`src/rtl/multicycle_control_unit_pkg.sv`:
```
// Shared definitions for the multi-cycle control unit: opcodes, state codes, ALUop
// constants and the packed control vector. MCU_ILLEGAL_TRAP_EN adds the HALT state.
package multicycle_control_unit_pkg;

   localparam int OPC_W = 5;
   localparam int ALU_W = 4;

   localparam logic [ALU_W-1:0] ALUOP_PASS = 4'b1111;
   localparam logic [ALU_W-1:0] ALUOP_ADDR = 4'b0000;

   localparam logic [OPC_W-1:0] OP_LOAD  = 5'b00000;
   localparam logic [OPC_W-1:0] OP_I     = 5'b00001;
   localparam logic [OPC_W-1:0] OP_AR    = 5'b00010;
   localparam logic [OPC_W-1:0] OP_J     = 5'b00011;
   localparam logic [OPC_W-1:0] OP_M     = 5'b00100;
   localparam logic [OPC_W-1:0] OP_T     = 5'b01011;
   localparam logic [OPC_W-1:0] OP_STORE = 5'b01100;

`ifdef MCU_ILLEGAL_TRAP_EN
   typedef enum logic [2:0] {
      ST_FETCH  = 3'd0,
      ST_DECODE = 3'd1,
      ST_EXEC   = 3'd2,
      ST_MEM    = 3'd3,
      ST_WB     = 3'd4,
      ST_HALT   = 3'd5
   } state_e;
`else
   typedef enum logic [2:0] {
      ST_FETCH  = 3'd0,
      ST_DECODE = 3'd1,
      ST_EXEC   = 3'd2,
      ST_MEM    = 3'd3,
      ST_WB     = 3'd4
   } state_e;
`endif

   typedef struct packed {
      logic [ALU_W-1:0] aluop;
      logic             reg_write;
      logic             mux_write_reg;
      logic             mux_write_data;
      logic             reg2_alub;
      logic             sub_alub_l;
      logic             dm_vs_alu;
      logic             l_mux;
      logic             offset;
      logic             pc_src;
      logic             pc_write;
      logic             ir_write;
      logic             read_dm;
      logic             write_dm;
      logic             imem_req;
   } ctrl_t;

   localparam int CTRL_W = $bits(ctrl_t);

   function automatic logic op_is_legal(input logic [OPC_W-1:0] op);
      return (op == OP_LOAD) || (op == OP_I) || (op == OP_AR) || (op == OP_J) ||
             (op == OP_M) || (op == OP_T) || (op == OP_STORE);
   endfunction

endpackage

```
`src/rtl/mcu_output_decode.sv`:
```
// Combinational map from FSM state and latched opcode to the datapath control vector.
// Only imem_ready (FETCH) and branchIdea (EXEC of M) reach the outputs directly.
module mcu_output_decode
   import multicycle_control_unit_pkg::*;
(
   input  logic [2:0]        state_i,
   input  logic [OPC_W-1:0]  opcode_i,
   input  logic              branch_i,
   input  logic              imem_ready_i,
   output logic [CTRL_W-1:0] ctrl_o
);

   ctrl_t c;

   always_comb begin
      c = '0;
      case (state_i)
         ST_FETCH: begin
            c.imem_req = 1'b1;
            if (imem_ready_i) begin
               c.ir_write = 1'b1;
               c.pc_write = 1'b1;
            end
         end
         ST_EXEC: begin
            case (opcode_i)
               OP_AR, OP_T: begin
                  c.aluop = ALUOP_PASS;
               end
               OP_I: begin
                  c.aluop     = ALUOP_PASS;
                  c.reg2_alub = 1'b1;
               end
               OP_J: begin
                  c.pc_src   = 1'b1;
                  c.pc_write = 1'b1;
               end
               OP_M: begin
                  c.offset   = 1'b1;
                  c.pc_src   = branch_i;
                  c.pc_write = branch_i;
               end
               OP_LOAD, OP_STORE: begin
                  c.aluop      = ALUOP_ADDR;
                  c.reg2_alub  = 1'b1;
                  c.sub_alub_l = 1'b1;
               end
               default: ;
            endcase
         end
         // Address operands stay stable for the whole memory access, wait states included.
         ST_MEM: begin
            c.aluop      = ALUOP_ADDR;
            c.reg2_alub  = 1'b1;
            c.sub_alub_l = 1'b1;
            c.read_dm    = (opcode_i == OP_LOAD);
            c.write_dm   = (opcode_i == OP_STORE);
         end
         ST_WB: begin
            c.reg_write = 1'b1;
            case (opcode_i)
               OP_T: begin
                  c.mux_write_reg  = 1'b1;
                  c.mux_write_data = 1'b1;
               end
               OP_I: begin
                  c.mux_write_reg = 1'b1;
               end
               OP_LOAD: begin
                  c.dm_vs_alu = 1'b1;
                  c.l_mux     = 1'b1;
               end
               default: ;
            endcase
         end
         default: ;
      endcase
   end

   assign ctrl_o = c;

endmodule

```
`src/rtl/multicycle_control_unit.sv`:
```
// Multi-cycle control unit: FETCH/DECODE/EXEC/MEM/WB sequencer with memory handshakes.
// Define MCU_ILLEGAL_TRAP_EN to trap illegal opcodes into a sticky HALT state.
module multicycle_control_unit
   import multicycle_control_unit_pkg::*;
#(
   parameter int OPCODE_W = 5,
   parameter int ALUOP_W  = 4
) (
   input  logic                CLK,
   input  logic                RST_N,
   input  logic [OPCODE_W-1:0] opcode,
   input  logic                branchIdea,
   input  logic                imem_ready,
   input  logic                dmem_ready,
   output logic [ALUOP_W-1:0]  ALUop,
   output logic                regWrite,
   output logic                muxWriteReg,
   output logic                muxWriteData,
   output logic                C_reg2_aluB_mux,
   output logic                C_sub_mAluInputB_L,
   output logic                C_mDataMemVsAluOutput,
   output logic                C_L_mux,
   output logic                C_offset,
   output logic                pcSrc,
   output logic                pc_write,
   output logic                ir_write,
   output logic                C_read_dm,
   output logic                C_write_dm,
   output logic                imem_req,
   output logic [2:0]          state,
   output logic                illegal_op
);

   // Reset asserts asynchronously but releases two clock edges after RST_N rises.
   logic [1:0] rst_sync_q;
   logic       rst_n_int;

   always_ff @(posedge CLK or negedge RST_N) begin
      if (!RST_N) begin
         rst_sync_q <= 2'b00;
      end else begin
         rst_sync_q <= {rst_sync_q[0], 1'b1};
      end
   end

   assign rst_n_int = rst_sync_q[1];

   state_e           state_q, state_d;
   logic [OPC_W-1:0] opcode_q, opcode_d;
`ifdef MCU_ILLEGAL_TRAP_EN
   logic             illegal_q, illegal_d;
`endif

   always_ff @(posedge CLK or negedge rst_n_int) begin
      if (!rst_n_int) begin
         state_q   <= ST_FETCH;
         opcode_q  <= '0;
`ifdef MCU_ILLEGAL_TRAP_EN
         illegal_q <= 1'b0;
`endif
      end else begin
         state_q   <= state_d;
         opcode_q  <= opcode_d;
`ifdef MCU_ILLEGAL_TRAP_EN
         illegal_q <= illegal_d;
`endif
      end
   end

   always_comb begin
      state_d   = state_q;
      opcode_d  = opcode_q;
`ifdef MCU_ILLEGAL_TRAP_EN
      illegal_d = illegal_q;
`endif
      case (state_q)
         ST_FETCH: begin
            if (imem_ready) state_d = ST_DECODE;
         end
         ST_DECODE: begin
            opcode_d = OPC_W'(opcode);
            state_d  = ST_EXEC;
         end
         ST_EXEC: begin
            if (!op_is_legal(opcode_q)) begin
`ifdef MCU_ILLEGAL_TRAP_EN
               state_d   = ST_HALT;
               illegal_d = 1'b1;
`else
               state_d   = ST_FETCH;
`endif
            end else if ((opcode_q == OP_LOAD) || (opcode_q == OP_STORE)) begin
               state_d = ST_MEM;
            end else if ((opcode_q == OP_J) || (opcode_q == OP_M)) begin
               state_d = ST_FETCH;
            end else begin
               state_d = ST_WB;
            end
         end
         ST_MEM: begin
            if (dmem_ready) state_d = (opcode_q == OP_LOAD) ? ST_WB : ST_FETCH;
         end
         ST_WB: begin
            state_d = ST_FETCH;
         end
`ifdef MCU_ILLEGAL_TRAP_EN
         ST_HALT: begin
            state_d = ST_HALT;
         end
`endif
         default: begin
            state_d = ST_FETCH;
         end
      endcase
   end

   logic [CTRL_W-1:0] ctrl_vec;
   ctrl_t             ctrl;

   mcu_output_decode u_decode (
      .state_i      (state_q),
      .opcode_i     (opcode_q),
      .branch_i     (branchIdea),
      .imem_ready_i (imem_ready),
      .ctrl_o       (ctrl_vec)
   );

   // Gating keeps every control low while reset is asserted or still synchronising.
   assign ctrl = rst_n_int ? ctrl_t'(ctrl_vec) : '0;

   assign ALUop                 = ALUOP_W'(ctrl.aluop);
   assign regWrite              = ctrl.reg_write;
   assign muxWriteReg           = ctrl.mux_write_reg;
   assign muxWriteData          = ctrl.mux_write_data;
   assign C_reg2_aluB_mux       = ctrl.reg2_alub;
   assign C_sub_mAluInputB_L    = ctrl.sub_alub_l;
   assign C_mDataMemVsAluOutput = ctrl.dm_vs_alu;
   assign C_L_mux               = ctrl.l_mux;
   assign C_offset              = ctrl.offset;
   assign pcSrc                 = ctrl.pc_src;
   assign pc_write              = ctrl.pc_write;
   assign ir_write              = ctrl.ir_write;
   assign C_read_dm             = ctrl.read_dm;
   assign C_write_dm            = ctrl.write_dm;
   assign imem_req              = ctrl.imem_req;
   assign state                 = state_q;

`ifdef MCU_ILLEGAL_TRAP_EN
   assign illegal_op = illegal_q;
`else
   assign illegal_op = 1'b0;
`endif

endmodule
```
`config.mk`:
```
export PLATFORM = sky130hd
export DESIGN_NAME = multicycle_control_unit
export DESIGN_NICKNAME = d
export VERILOG_FILES = /design/src/rtl/multicycle_control_unit_pkg.sv /design/src/rtl/mcu_output_decode.sv /design/src/rtl/multicycle_control_unit.sv
export SDC_FILE = /design/constraint.sdc
export NUM_CORES = 1
export LEC_CHECK = 0
export CORE_ASPECT_RATIO = 1.4
export CORE_MARGIN = 8
export CORE_UTILIZATION = 25
export CTS_CLUSTER_DIAMETER = 120
export CTS_CLUSTER_SIZE = 28
export DETAILED_ROUTE_END_ITERATION = 10
export GPL_ROUTABILITY_DRIVEN = 1
export SYNTH_ARGS = -nofsm -noshare
export SYNTH_HDL_FRONTEND = slang
export SYNTH_SLANG_ARGS = --single-unit
```
`constraint.sdc`:
```
create_clock -name CLK -period 2.3 [get_ports CLK]
set_clock_uncertainty 0.05 [all_clocks]
set_input_delay 0.345 -clock CLK [delete_from_list [all_inputs] [get_ports CLK]]
set_output_delay 0.345 -clock CLK [all_outputs]
set_load 0.05 [all_outputs]
```
==> PnR_summary.wiki, run 1 <==
{| class="wikitable"
! Metric !! Value
|-
| Via count of the first global-routing pass || 700
|-
| Via density per instance || 4.726
|-
| Buffer count from post-CTS setup fixing || 0
|-
| Worst setup slack after layout || 0.1400 ns
|-
| Unrepaired setup endpoints after global routing || no
|-
| Number of maximum-capacitance violations || 0
|-
| Via count || 690
|-
| Post-synthesis to final-layout area growth || 71.72%
|-
| Global-route total usage across every layer || 0.08843
|-
| CTS Buffer Depth || 2
|-
| Post-placement setup slack || 0.3727 ns
|-
| Final standard cell count with taps included and fillers excluded || 146
|-
| Kind of end point of the critical path || primary output
|-
| Buffers on Ports || 30
|-
| Count of nets after finishing || 120
|-
| Largest net degree at the start of global routing || 13
|-
| Number of nets produced by synthesis || 94
|-
| Async set-or-reset flop fraction in the synthesized netlist || 1.000
|-
| Setup Total Neg Slack || 0 ns
|-
| Reported leakage power || 0.4999 nW
|-
| Crit path launch type || flip-flop
|-
| Predominant post-synthesis flop cell || sky130_fd_sc_hd__dfrtp_1
|-
| Top library cells by usage in the layout, fill and taps aside || sky130_fd_sc_hd__buf_12 (15), sky130_fd_sc_hd__clkdlybuf4s50_1 (12), sky130_fd_sc_hd__nor2_1 (10)
|-
| Post-cts repair resize count || 0
|-
| Required time of the critical path || 1.90 ns
|-
| Clock sink count || 10
|-
| H-Tree Depth || 1
|-
| Number of placed instances, taps included || 142
|-
| Die width || 61.81 um
|-
| Placement Cell Area || 0.001216 sq mm
|-
| Fin crit period || 2.160 ns
|-
| Total count of max-transition violations in the final report || 0
|-
| Distinct cells, synth || 33
|-
| Status || complete, no violations
|-
| Finished Core Util || 0.4472
|-
| Synth area leaders || sky130_fd_sc_hd__dfrtp_1 (34%), sky130_fd_sc_hd__mux2_2 (7.7%), sky130_fd_sc_hd__nor2_1 (5.6%)
|-
| Clock Latency Late Sink || 0.24 ns
|-
| Count of buffer and inverter cells on the critical path || 1
|-
| Ratio of cells with drive above 1 in the final layout || 0.3945
|-
| Setup Viol. Count Final || 0
|-
| Number of synthesized register bits || 10
|-
| Detailed-router iteration count before antenna repair || 4
|-
| CP Data Arrival Time || 1.77 ns
|-
| Violation count after the first detailed-route iteration || 16
|-
| Overflow left after global routing || 0
|-
| Final clock period utilization by the worst path || 0.9391
|-
| Total power per unit cell area || 1147 mW/mm^2
|-
| Arithmetic-cell share of the synthesized area counting full adders, half adders and majority gates || 0
|-
| Final hold violations || 0
|-
| Remaining antenna violation count || 0
|-
| Root buf cell || sky130_fd_sc_hd__clkbuf_8
|-
| Achievable Freq || 463.0 MHz
|-
| Post-synthesis sequential area ratio || 0.3407
|-
| Biggest fanout along the worst timing path || 11
|-
| Synthesized-area fraction occupied by xor and xnor cells || 0.03578
|-
| Clock tree from TritonCTS || done
|-
| Kind of path behind the tightest hold check || reg -> async
|-
| Combinational family with the most area after synthesis || simple AND/OR/NAND/NOR gates
|-
| List of cells traversed by the critical path || or3_4, nor4_2, buf_12
|-
| Antenna violations before repair || 0
|-
| Area fraction in and, or, nand and nor cells after synthesis || 0.2930
|-
| Final wirelength || 1.990 mm
|-
| Clock-pin slew on the worst setup and hold paths || 0.05 ns
|-
| Largest stage delay, worst path || 0.54 ns
|-
| Share of cell area taken by muxes after synthesis || 0.07666
|-
| Total die area || 0.004953 sq mm
|-
| Number of antenna cells inserted || 0
|-
| Number of remaining DRC errors || 0
|-
| Portion of synthesized cell area occupied by the leading cell type || 0.3407
|-
| Worst vdd ir || 0.5574 mV
|-
| Worst Tran Pin Value || 0.5059 ns
|-
| Floorplan core area || 0.002820 sq mm
|-
| Hold-fix buffers at CTS || 0
|-
| Non-Filler Cell Area, Final || 0.001261 sq mm
|-
| Leading cell type in the layout, fill and taps excluded || sky130_fd_sc_hd__buf_12
|-
| Cell type with the largest total area after synthesis || sky130_fd_sc_hd__dfrtp_1
|-
| CTS buffer count || 3
|-
| Wire length of the first global-routing pass || 3.243 mm
|-
| Number of synthesized flops with an enable pin || 0
|-
| Critical path class || reg -> out
|-
| Worst hold margin || 0.1295 ns
|-
| Remaining max-slew budget at the tightest pin || 0.6617
|-
| Initial core utilization || 0.2604
|-
| Gate Count Post-Synth || 84
|-
| Total power after layout || 1.446 mW
|-
| Average cell area after synthesis || 8.744 sq um
|-
| Family with the most delay on the worst path || simple AND/OR/NAND/NOR gates
|-
| Cell type of the slowest stage on the worst timing path || sky130_fd_sc_hd__dfrtp_1
|-
| Synth Area in Compound Gates || 0.1227
|-
| Post-Syn Area || 734.5 sq um
|-
| Final weighted congestion of routability-driven global placement || 0.7093
|-
| Number of top-level design ports || 32
|-
| Number of cell rows || 23
|-
| Detailed placer's ending HPWL || 1.658 mm
|-
| Overall die height || 80.13 um
|-
| Synth warn || 0
|-
| DR WL/cell || 13.63 um
|}
## layer usage
metal  up-vias  GRT usage  part of all wire
met5         -          0                 0
met4         0    0.07551             0.034
met3         6    0.01757             0.056
met2        19     0.1486              0.54
met1       326    0.08796              0.37
li1        339          -                 -
## cells by family after synthesis
kind of cell	Yosys count
compound gates	13
xor+xnor	3
buf+inv	15
flops	10
mux	5
other cells	2
simple gates	36
## final timing paths
check | start | to | slack [ns] | depth (start not counted)
setup / recovery | opcode_q[1]$_DFFE_PN0P_ | C_offset | 0.14 | 3
max in group asynchronous | RST_N | rst_sync_q[1]$_DFF_PN0_ | 1.87 | 1
hold reg to reg | rst_sync_q[1]$_DFF_PN0_ | state[0]$_DFFE_PN0P_ | 0.13 | 1
hold / removal | rst_sync_q[1]$_DFF_PN0_ | state[0]$_DFFE_PN0P_ | 0.13 | 1
setup reg to reg | opcode_q[1]$_DFFE_PN0P_ | state[2]$_DFFE_PN0P_ | 0.82 | 3
min in group CLK | rst_sync_q[0]$_DFF_PN0_ | rst_sync_q[1]$_DFF_PN0_ | 0.30 | 0
## layout make-up
cell class / count / area (sq um)
Sequential cell: 10 / 252.7
Fill cell: 297 / 1559
Inverter: 4 / 15.01
Multi-Input combinational cell: 59 / 444.2
Timing Repair Buffer: 32 / 457.9
Tap cell: 37 / 46.29
Clock buffer: 4 / 45.04
## state kept, by name (all words and copies together) (netlist names)
| signal | count |
|---|---|
| opcode_q | 5 |
| state | 3 |
| rst_sync_q | 2 |
## cell usage after synthesis, types with 2 or more instances
cell type	number
sky130_fd_sc_hd__dfrtp_1	10
sky130_fd_sc_hd__xnor2_1	2
sky130_fd_sc_hd__inv_1	3
sky130_fd_sc_hd__a21oi_1	4
sky130_fd_sc_hd__conb_1	2
sky130_fd_sc_hd__nor2_1	11
sky130_fd_sc_hd__o21ai_0	3
sky130_fd_sc_hd__buf_4	5
sky130_fd_sc_hd__nand2_1	4
sky130_fd_sc_hd__mux2_2	5
sky130_fd_sc_hd__nor4_1	4
sky130_fd_sc_hd__buf_2	5
sky130_fd_sc_hd__and3b_1	3
sky130_fd_sc_hd__nand3_1	4
## power by group
part | total (mW) | switching [mW] | internal [mW]
clock | 0.188 | 0.0671 | 0.121
sequential | 0.462 | 0.216 | 0.246
combinational | 0.796 | 0.432 | 0.364
(Power assumes the default switching activity.)
==> run 2, diff against run 1 <==
--- a/config.mk
+++ b/config.mk
@@ -6,7 +6,6 @@
 export NUM_CORES = 1
 export LEC_CHECK = 0
 export CORE_ASPECT_RATIO = 1.4
-export CORE_MARGIN = 8
 export CORE_UTILIZATION = 25
 export CTS_CLUSTER_DIAMETER = 120
 export CTS_CLUSTER_SIZE = 28
==> run 2 against run 1 <==
Net effect:
- non-clock buffer count unchanged
- critical path depth increased by 2
- count of clock-buffer cells in the layout decreased by 1
- fmax increased by 0.51%
- die area decreased by 36%
- first-iteration DRC count decreased by 31%
- sequential power increased by 0.9%
- hold slack got worse by 0.0014 ns
- final area decreased by 0.79%
- flip-flop and latch count unchanged
- critical path type unchanged
- highest routed layer unchanged
==> PnR_summary.wiki, run 2 (same netlist as run 1, synthesis figures left out) <==
{| class="wikitable"
! Metric !! Value
|-
| Status || complete, no violations (unchanged)
|-
| Reg-to-reg setup timing slack || 0.84 ns (was 0.82 ns)
|-
| Clock Latency Late Sink || 0.25 ns (was 0.24 ns)
|-
| Antenna violations before repair || 0 (unchanged)
|-
| Register share of total power || 0.335 (was 0.319)
|-
| Crit path launch type || flip-flop (unchanged)
|-
| Detailed-router iteration count before antenna repair || 4 (unchanged)
|-
| Remaining antenna violation count || 0 (unchanged)
|-
| Setup Viol. Count Final || 0 (unchanged)
|-
| Wire length of the first global-routing pass || 2.994 mm (was 3.243 mm)
|-
| Worst vdd ir || 0.4432 mV (was 0.5574 mV)
|-
| Fin crit period || 2.149 ns (was 2.160 ns)
|-
| Worst-case reg-to-reg path depth || 3 (unchanged)
|-
| Number of maximum-capacitance violations || 0 (unchanged)
|-
| Largest net degree at the start of global routing || 13 (unchanged)
|-
| CP Data Arrival Time || 1.75 ns (was 1.77 ns)
|-
| Clock sink count || 10 (unchanged)
|-
| Buffers on Ports || 30 (unchanged)
|-
| Kind of path behind the tightest hold check || reg -> async (unchanged)
|-
| Global-route total usage across every layer || 0.1281 (was 0.08843)
|-
| Endpoint of the most critical register-to-register path || state[2]$_DFFE_PN0P_ (unchanged)
|-
| Switching part of the total || 0.5091 (was 0.4942)
|-
| Biggest fanout along the worst timing path || 11 (unchanged)
|-
| Detailed placer's ending HPWL || 1.439 mm (was 1.658 mm)
|-
| Critical path class || reg -> out (unchanged)
|-
| H-Tree Depth || 1 (unchanged)
|-
| Leading cell type in the layout, fill and taps excluded || sky130_fd_sc_hd__buf_12 (unchanged)
|-
| Required time of the critical path || 1.90 ns (about the same)
|-
| CTS Buffer Depth || 2 (unchanged)
|-
| Top library cells by usage in the layout, fill and taps aside || sky130_fd_sc_hd__buf_12 (16), sky130_fd_sc_hd__clkdlybuf4s50_1 (12), sky130_fd_sc_hd__nor2_1 (10) (was sky130_fd_sc_hd__buf_12 (15), sky130_fd_sc_hd__clkdlybuf4s50_1 (12), sky130_fd_sc_hd__nor2_1 (10))
|-
| Kind of end point of the critical path || primary output (unchanged)
|-
| Overflow left after global routing || 0 (unchanged)
|-
| Total die area || 0.003162 sq mm (was 0.004953 sq mm)
|-
| Via density per instance || 4.826 (was 4.726)
|-
| CTS buffer count || 3 (unchanged)
|-
| Unrepaired setup endpoints after global routing || no (unchanged)
|-
| Clock tree from TritonCTS || done (unchanged)
|-
| Final hold violations || 0 (unchanged)
|-
| Count of nets after finishing || 120 (unchanged)
|-
| Total count of max-transition violations in the final report || 0 (unchanged)
|-
| Final wirelength || 1.717 mm (was 1.990 mm)
|-
| Number of cell rows || 22 (was 23)
|-
| Total power after layout || 1.391 mW (was 1.446 mW)
|-
| Via count || 695 (was 690)
|-
| Reported leakage power || 0.4929 nW (was 0.4999 nW)
|-
| Final clock period utilization by the worst path || 0.9344 (was 0.9391)
|-
| Number of remaining DRC errors || 0 (unchanged)
|-
| Initial core utilization || 0.2723 (was 0.2604)
|-
| Root buf cell || sky130_fd_sc_hd__clkbuf_4 (was sky130_fd_sc_hd__clkbuf_8)
|-
| Floorplan core area || 0.002698 sq mm (was 0.002820 sq mm)
|-
| Post-synthesis to final-layout area growth || 70.36% (was 71.72%)
|-
| Total power per unit cell area || 1112 mW/mm^2 (was 1147 mW/mm^2)
|-
| Overall die height || 66.13 um (was 80.13 um)
|-
| Final weighted congestion of routability-driven global placement || 0.7866 (was 0.7093)
|-
| Violation count after the first detailed-route iteration || 11 (was 16)
|-
| Ratio of cells with drive above 1 in the final layout || 0.4074 (was 0.3945)
|-
| NetSw || 708.1 uW (was 714.8 uW)
|-
| Worst hold margin || 0.1281 ns (was 0.1295 ns)
|-
| DR WL/cell || 11.92 um (was 13.63 um)
|-
| Setup Total Neg Slack || 0 ns (unchanged)
|-
| Via count of the first global-routing pass || 691 (was 700)
|-
| Hold-fix buffers at CTS || 0 (unchanged)
|-
| Post-placement setup slack || 0.3569 ns (was 0.3727 ns)
|-
| Number of antenna cells inserted || 0 (unchanged)
|-
| Achievable Freq || 465.3 MHz (was 463.0 MHz)
|-
| Combinational fraction of design power || 0.585 (was 0.550)
|-
| Clock-pin slew on the worst setup and hold paths || 0.06 ns (was 0.05 ns)
|-
| Reg with most FFs || opcode_q (unchanged)
|-
| Worst reg2reg path startpoint || opcode_q[3]$_DFFE_PN0P_ (was opcode_q[1]$_DFFE_PN0P_)
|-
| Portion of total power attributed to the clock network || 0.080 (was 0.130)
|-
| Worst setup slack after layout || 0.1508 ns (was 0.1400 ns)
|-
| Die width || 47.81 um (was 61.81 um)
|-
| Cell-internal power || 682.8 uW (was 731.7 uW)
|-
| Largest register FFs || 5 (unchanged)
|-
| Number of top-level design ports || 32 (unchanged)
|}
-- run 2: cell types whose count changed in the layout (fill, tap and decap cells not counted), sizes merged --
cell | before | now
clkbuf | 4 | 3
-- run 2: timing repair --
item	4_1_cts	5_1_grt
setup endpoints to repair	0	4
resized for setup	0	1
buffers inserted	0	0
-- run 2: per-stage QoR --
step,instances,instance area [sq um],utilization
after floorplan,84,789.5,-
after global placement,141,1227,0.4550
after detailed placement,141,1227,0.4550
after CTS,144,1250,0.4634
after global routing,144,1251,0.4638
final,144,1251,0.4638
-- run 2: critical path: stages (launching register included) --
cell and delay (ns):
sky130_fd_sc_hd__dfrtp_1 0.60, sky130_fd_sc_hd__xor2_1 0.21, sky130_fd_sc_hd__o21ai_0 0.16, sky130_fd_sc_hd__nor4_4 0.16, sky130_fd_sc_hd__buf_4 0.21, sky130_fd_sc_hd__buf_12 0.15
-- run 2: per-layer routing --
metal	part of all wire	wire length [um]	global-route usage
met5	0	0	0
met4	0.019	32	0.04167
met3	0.031	53	0.01093
met2	0.57	980	0.2314
met1	0.38	650	0.1492
-- run 2: power by group through the flow --
stage / registers (mW) / logic, mW / clock network [mW]
floorplan: 0.363 / 0.694 / 0
global placement: 0.457 / 0.805 / 0
detailed placement: 0.466 / 0.818 / 0
CTS: 0.462 / 0.820 / 0.116
global route: 0.496 / 0.879 / 0.123
finish: 0.466 / 0.813 / 0.111
-- run 2: area by class of cell --
| cell class | count | area (sq um) |
|---|---|---|
| Tap cell | 36 | 45.04 |
| Clock buffer | 3 | 22.52 |
| Multi-Input combinational cell | 59 | 444.2 |
| Fill cell | 267 | 1446 |
| Sequential cell | 10 | 254.0 |
| Inverter | 4 | 15.01 |
| Timing Repair Buffer | 32 | 470.5 |
-- run 2: worst max path at each step --
stage	start	to	slack [ns]	cells after the start
after floorplan	state[1]$_DFFE_PN0P_	ALUop[1]	-0.17	5
after global placement	branchIdea	pc_write	0.35	5
after detailed placement	branchIdea	pc_write	0.36	5
after CTS	opcode_q[1]$_DFFE_PN0P_	C_read_dm	0.10	3
after global routing	opcode_q[0]$_DFFE_PN0P_	ALUop[0]	0.01	5
final	opcode_q[0]$_DFFE_PN0P_	ALUop[0]	0.15	5
==> run 3, diff against run 2 <==
--- a/config.mk
+++ b/config.mk
@@ -6,11 +6,12 @@
 export NUM_CORES = 1
 export LEC_CHECK = 0
 export CORE_ASPECT_RATIO = 1.4
+export CORE_MARGIN = 2
 export CORE_UTILIZATION = 25
 export CTS_CLUSTER_DIAMETER = 120
-export CTS_CLUSTER_SIZE = 28
 export DETAILED_ROUTE_END_ITERATION = 10
 export GPL_ROUTABILITY_DRIVEN = 1
+export HOLD_SLACK_MARGIN = 0.05
 export SYNTH_ARGS = -nofsm -noshare
 export SYNTH_HDL_FRONTEND = slang
 export SYNTH_SLANG_ARGS = --single-unit
==> run 3 against run 2 <==
Net effect:
- critical path depth fell by 2
- cell count rose by 1.4%
- fmax rose by 0.46%
- count of clock-buffer cells in the layout rose by 1
- flip-flop and latch count is the same
- final area up 1.8%
- clock power increased by 100%
- die area grew 7.3%
- core utilization fell by 1.2 points
==> PnR_summary.wiki, run 3 (same netlist as run 1, synthesis figures left out) <==
{| class="wikitable"
! Metric !! Value
|-
| Status || complete, no violations (unchanged)
|-
| H-Tree Depth || 1 (unchanged)
|-
| Die width || 49.81 um (was 47.81 um)
|-
| Via count of the first global-routing pass || 638 (was 691)
|-
| Non-Filler Cell Area, Final || 0.001274 sq mm (was 0.001251 sq mm)
|-
| Unrepaired setup endpoints after global routing || no (unchanged)
|-
| Setup Total Neg Slack || 0 ns (unchanged)
|-
| Leading cell type in the layout, fill and taps excluded || sky130_fd_sc_hd__buf_12 (unchanged)
|-
| Number of antenna cells inserted || 0 (unchanged)
|-
| Reported leakage power || 0.5039 nW (was 0.4929 nW)
|-
| Final wirelength || 1.751 mm (was 1.717 mm)
|-
| NetSw || 716.1 uW (was 708.1 uW)
|-
| Switching part of the total || 0.4834 (was 0.5091)
|-
| Required time of the critical path || 1.90 ns (about the same)
|-
| Wire length of the first global-routing pass || 2.946 mm (was 2.994 mm)
|-
| Combinational fraction of design power || 0.535 (was 0.585)
|-
| Kind of path behind the tightest hold check || reg -> async (unchanged)
|-
| Achievable Freq || 467.4 MHz (was 465.3 MHz)
|-
| Violation count after the first detailed-route iteration || 14 (was 11)
|-
| Ratio of cells with drive above 1 in the final layout || 0.4220 (was 0.4074)
|-
| Critical path class || reg -> out (unchanged)
|-
| Fin crit period || 2.139 ns (was 2.149 ns)
|-
| Total die area || 0.003394 sq mm (was 0.003162 sq mm)
|-
| Clock Latency Late Sink || 0.24 ns (was 0.25 ns)
|-
| Global-route total usage across every layer || 0.1181 (was 0.1281)
|-
| Remaining antenna violation count || 0 (unchanged)
|-
| Setup Viol. Count Final || 0 (unchanged)
|-
| Biggest fanout along the worst timing path || 12 (was 11)
|-
| Overflow left after global routing || 0 (unchanged)
|-
| Buffers on Ports || 30 (unchanged)
|-
| Buffer count from post-CTS setup fixing || 0 (unchanged)
|-
| Placement Cell Area || 0.001216 sq mm (was 0.001227 sq mm)
|-
| Portion of total power attributed to the clock network || 0.150 (was 0.080)
|-
| Cell-internal power || 765.2 uW (was 682.8 uW)
|-
| Largest register FFs || 5 (unchanged)
|-
| Crit path launch type || flip-flop (unchanged)
|-
| Via count || 699 (was 695)
|-
| Clock-pin slew on the worst setup and hold paths || 0.05 ns (was 0.06 ns)
|-
| List of cells traversed by the critical path || or3_4, nor4_2, buf_12 (was xor2_1, o21ai_0, nor4_4, buf_4, buf_12)
|-
| Total count of max-transition violations in the final report || 0 (unchanged)
|-
| Detailed-router iteration count before antenna repair || 4 (unchanged)
|-
| Total power per unit cell area || 1163 mW/mm^2 (was 1112 mW/mm^2)
|-
| Initial core utilization || 0.2604 (was 0.2723)
|-
| CTS Buffer Depth || 2 (unchanged)
|-
| Final hold violations || 0 (unchanged)
|-
| Final weighted congestion of routability-driven global placement || 0.7158 (was 0.7866)
|-
| Root buf cell || sky130_fd_sc_hd__clkbuf_8 (was sky130_fd_sc_hd__clkbuf_4)
|-
| Number of cell rows || 23 (was 22)
|-
| Via density per instance || 4.788 (was 4.826)
|-
| Top library cells by usage in the layout, fill and taps aside || sky130_fd_sc_hd__buf_12 (15), sky130_fd_sc_hd__clkdlybuf4s50_1 (12), sky130_fd_sc_hd__nor2_1 (10) (was sky130_fd_sc_hd__buf_12 (16), sky130_fd_sc_hd__clkdlybuf4s50_1 (12), sky130_fd_sc_hd__nor2_1 (10))
|-
| CP Data Arrival Time || 1.74 ns (was 1.75 ns)
|-
| Register share of total power || 0.315 (was 0.335)
|-
| Count of nets after finishing || 120 (unchanged)
|-
| Final clock period utilization by the worst path || 0.9301 (was 0.9344)
|-
| Largest stage delay, worst path || 0.51 ns (was 0.60 ns)
|-
| Clock tree from TritonCTS || done (unchanged)
|-
| Kind of end point of the critical path || primary output (unchanged)
|-
| Number of top-level design ports || 32 (unchanged)
|-
| Detailed placer's ending HPWL || 1.420 mm (was 1.439 mm)
|-
| CTS buffer count || 3 (unchanged)
|-
| Overall die height || 68.13 um (was 66.13 um)
|-
| Filler Cell Count || 278 (was 267)
|-
| Post-synthesis to final-layout area growth || 73.42% (was 70.36%)
|-
| Floorplan core area || 0.002820 sq mm (was 0.002698 sq mm)
|-
| Largest net degree at the start of global routing || 13 (unchanged)
|-
| Clock sink count || 10 (unchanged)
|-
| Reg with most FFs || opcode_q (unchanged)
|-
| Worst vdd ir || 0.5894 mV (was 0.4432 mV)
|-
| Number of remaining DRC errors || 0 (unchanged)
|-
| Reg-to-reg setup timing slack || 0.83 ns (was 0.84 ns)
|-
| Antenna violations before repair || 0 (unchanged)
|-
| Cell type of the slowest stage on the worst timing path || sky130_fd_sc_hd__dfrtp_1 (unchanged)
|-
| DR WL/cell || 11.99 um (was 11.92 um)
|-
| Number of maximum-capacitance violations || 0 (unchanged)
|}
-- run 3: cell count changes in the layout (fill, tap and decap cells not counted), sizes merged --
cell,delta
clkbuf,+1
-- run 3: power groups by stage --
| stage | Combinational (mW) | Sequential, mW | Clock [mW] |
|---|---|---|---|
| final | 0.792 | 0.467 | 0.222 |
| after global routing | 0.858 | 0.491 | 0.235 |
| after CTS | 0.801 | 0.465 | 0.227 |
| after detailed placement | 0.799 | 0.467 | 0 |
| after global placement | 0.795 | 0.459 | 0 |
| after floorplan | 0.694 | 0.363 | 0 |
-- run 3: what timing repair did --
item,in CTS,in global routing
hold buffers,0,0
gates resized for setup,0,2
setup endpoints to repair,0,4
-- run 3: worst paths after layout --
kind,depth (start not counted),endpoint,startpoint
setup / recovery,3,C_read_dm,opcode_q[3]$_DFFE_PN0P_
setup reg to reg,3,state[2]$_DFFE_PN0P_,opcode_q[3]$_DFFE_PN0P_
hold reg to reg,1,state[0]$_DFFE_PN0P_,rst_sync_q[1]$_DFF_PN0_
hold / removal,1,state[0]$_DFFE_PN0P_,rst_sync_q[1]$_DFF_PN0_
min in group CLK,0,rst_sync_q[1]$_DFF_PN0_,rst_sync_q[0]$_DFF_PN0_
max in group asynchronous,1,rst_sync_q[1]$_DFF_PN0_,RST_N
-- run 3: layer usage --
| layer | vias up | part of all wire | wire length (um) | track usage |
|---|---|---|---|---|
| met5 | - | 0 | 0 | 0 |
| met4 | 0 | 0.038 | 67 | 0.1042 |
| met3 | 5 | 0.039 | 68 | 0.01747 |
| met2 | 21 | 0.54 | 943 | 0.2033 |
| met1 | 335 | 0.38 | 671 | 0.1263 |
| li1 | 338 | - | - | - |
-- run 3: area by class of cell --
cell class | count | area (sq um) | share of cell area
Multi-Input combinational cell | 59 | 444.2 | 0.3487
Clock buffer | 4 | 55.05 | 0.04322
Inverter | 4 | 15.01 | 0.01179
Tap cell | 37 | 46.29 | 0.03635
Sequential cell | 10 | 255.2 | 0.2004
Timing Repair Buffer | 32 | 457.9 | 0.3595
-- run 3: metrics by stage --
step                utilization  power, mW  instances  hold WS (ns)  setup slack (ns)
floorplan                     -      1.057         84    -0.0005911           -0.1720
global placement         0.4312      1.254        142        0.1224            0.3598
detailed placement       0.4312      1.266        142        0.1271            0.3557
CTS                      0.4508      1.493        146        0.1313            0.1047
global route             0.4516      1.585        146        0.1523           0.07229
finish                   0.4516      1.481        146        0.1287            0.1607
-- run 3: critical path: cells and delay by family, from the launching register on --
kind / cells / cell delay (ns)
flops: 1 / 0.51
buf+inv: 1 / 0.18
simple gates: 2 / 0.81
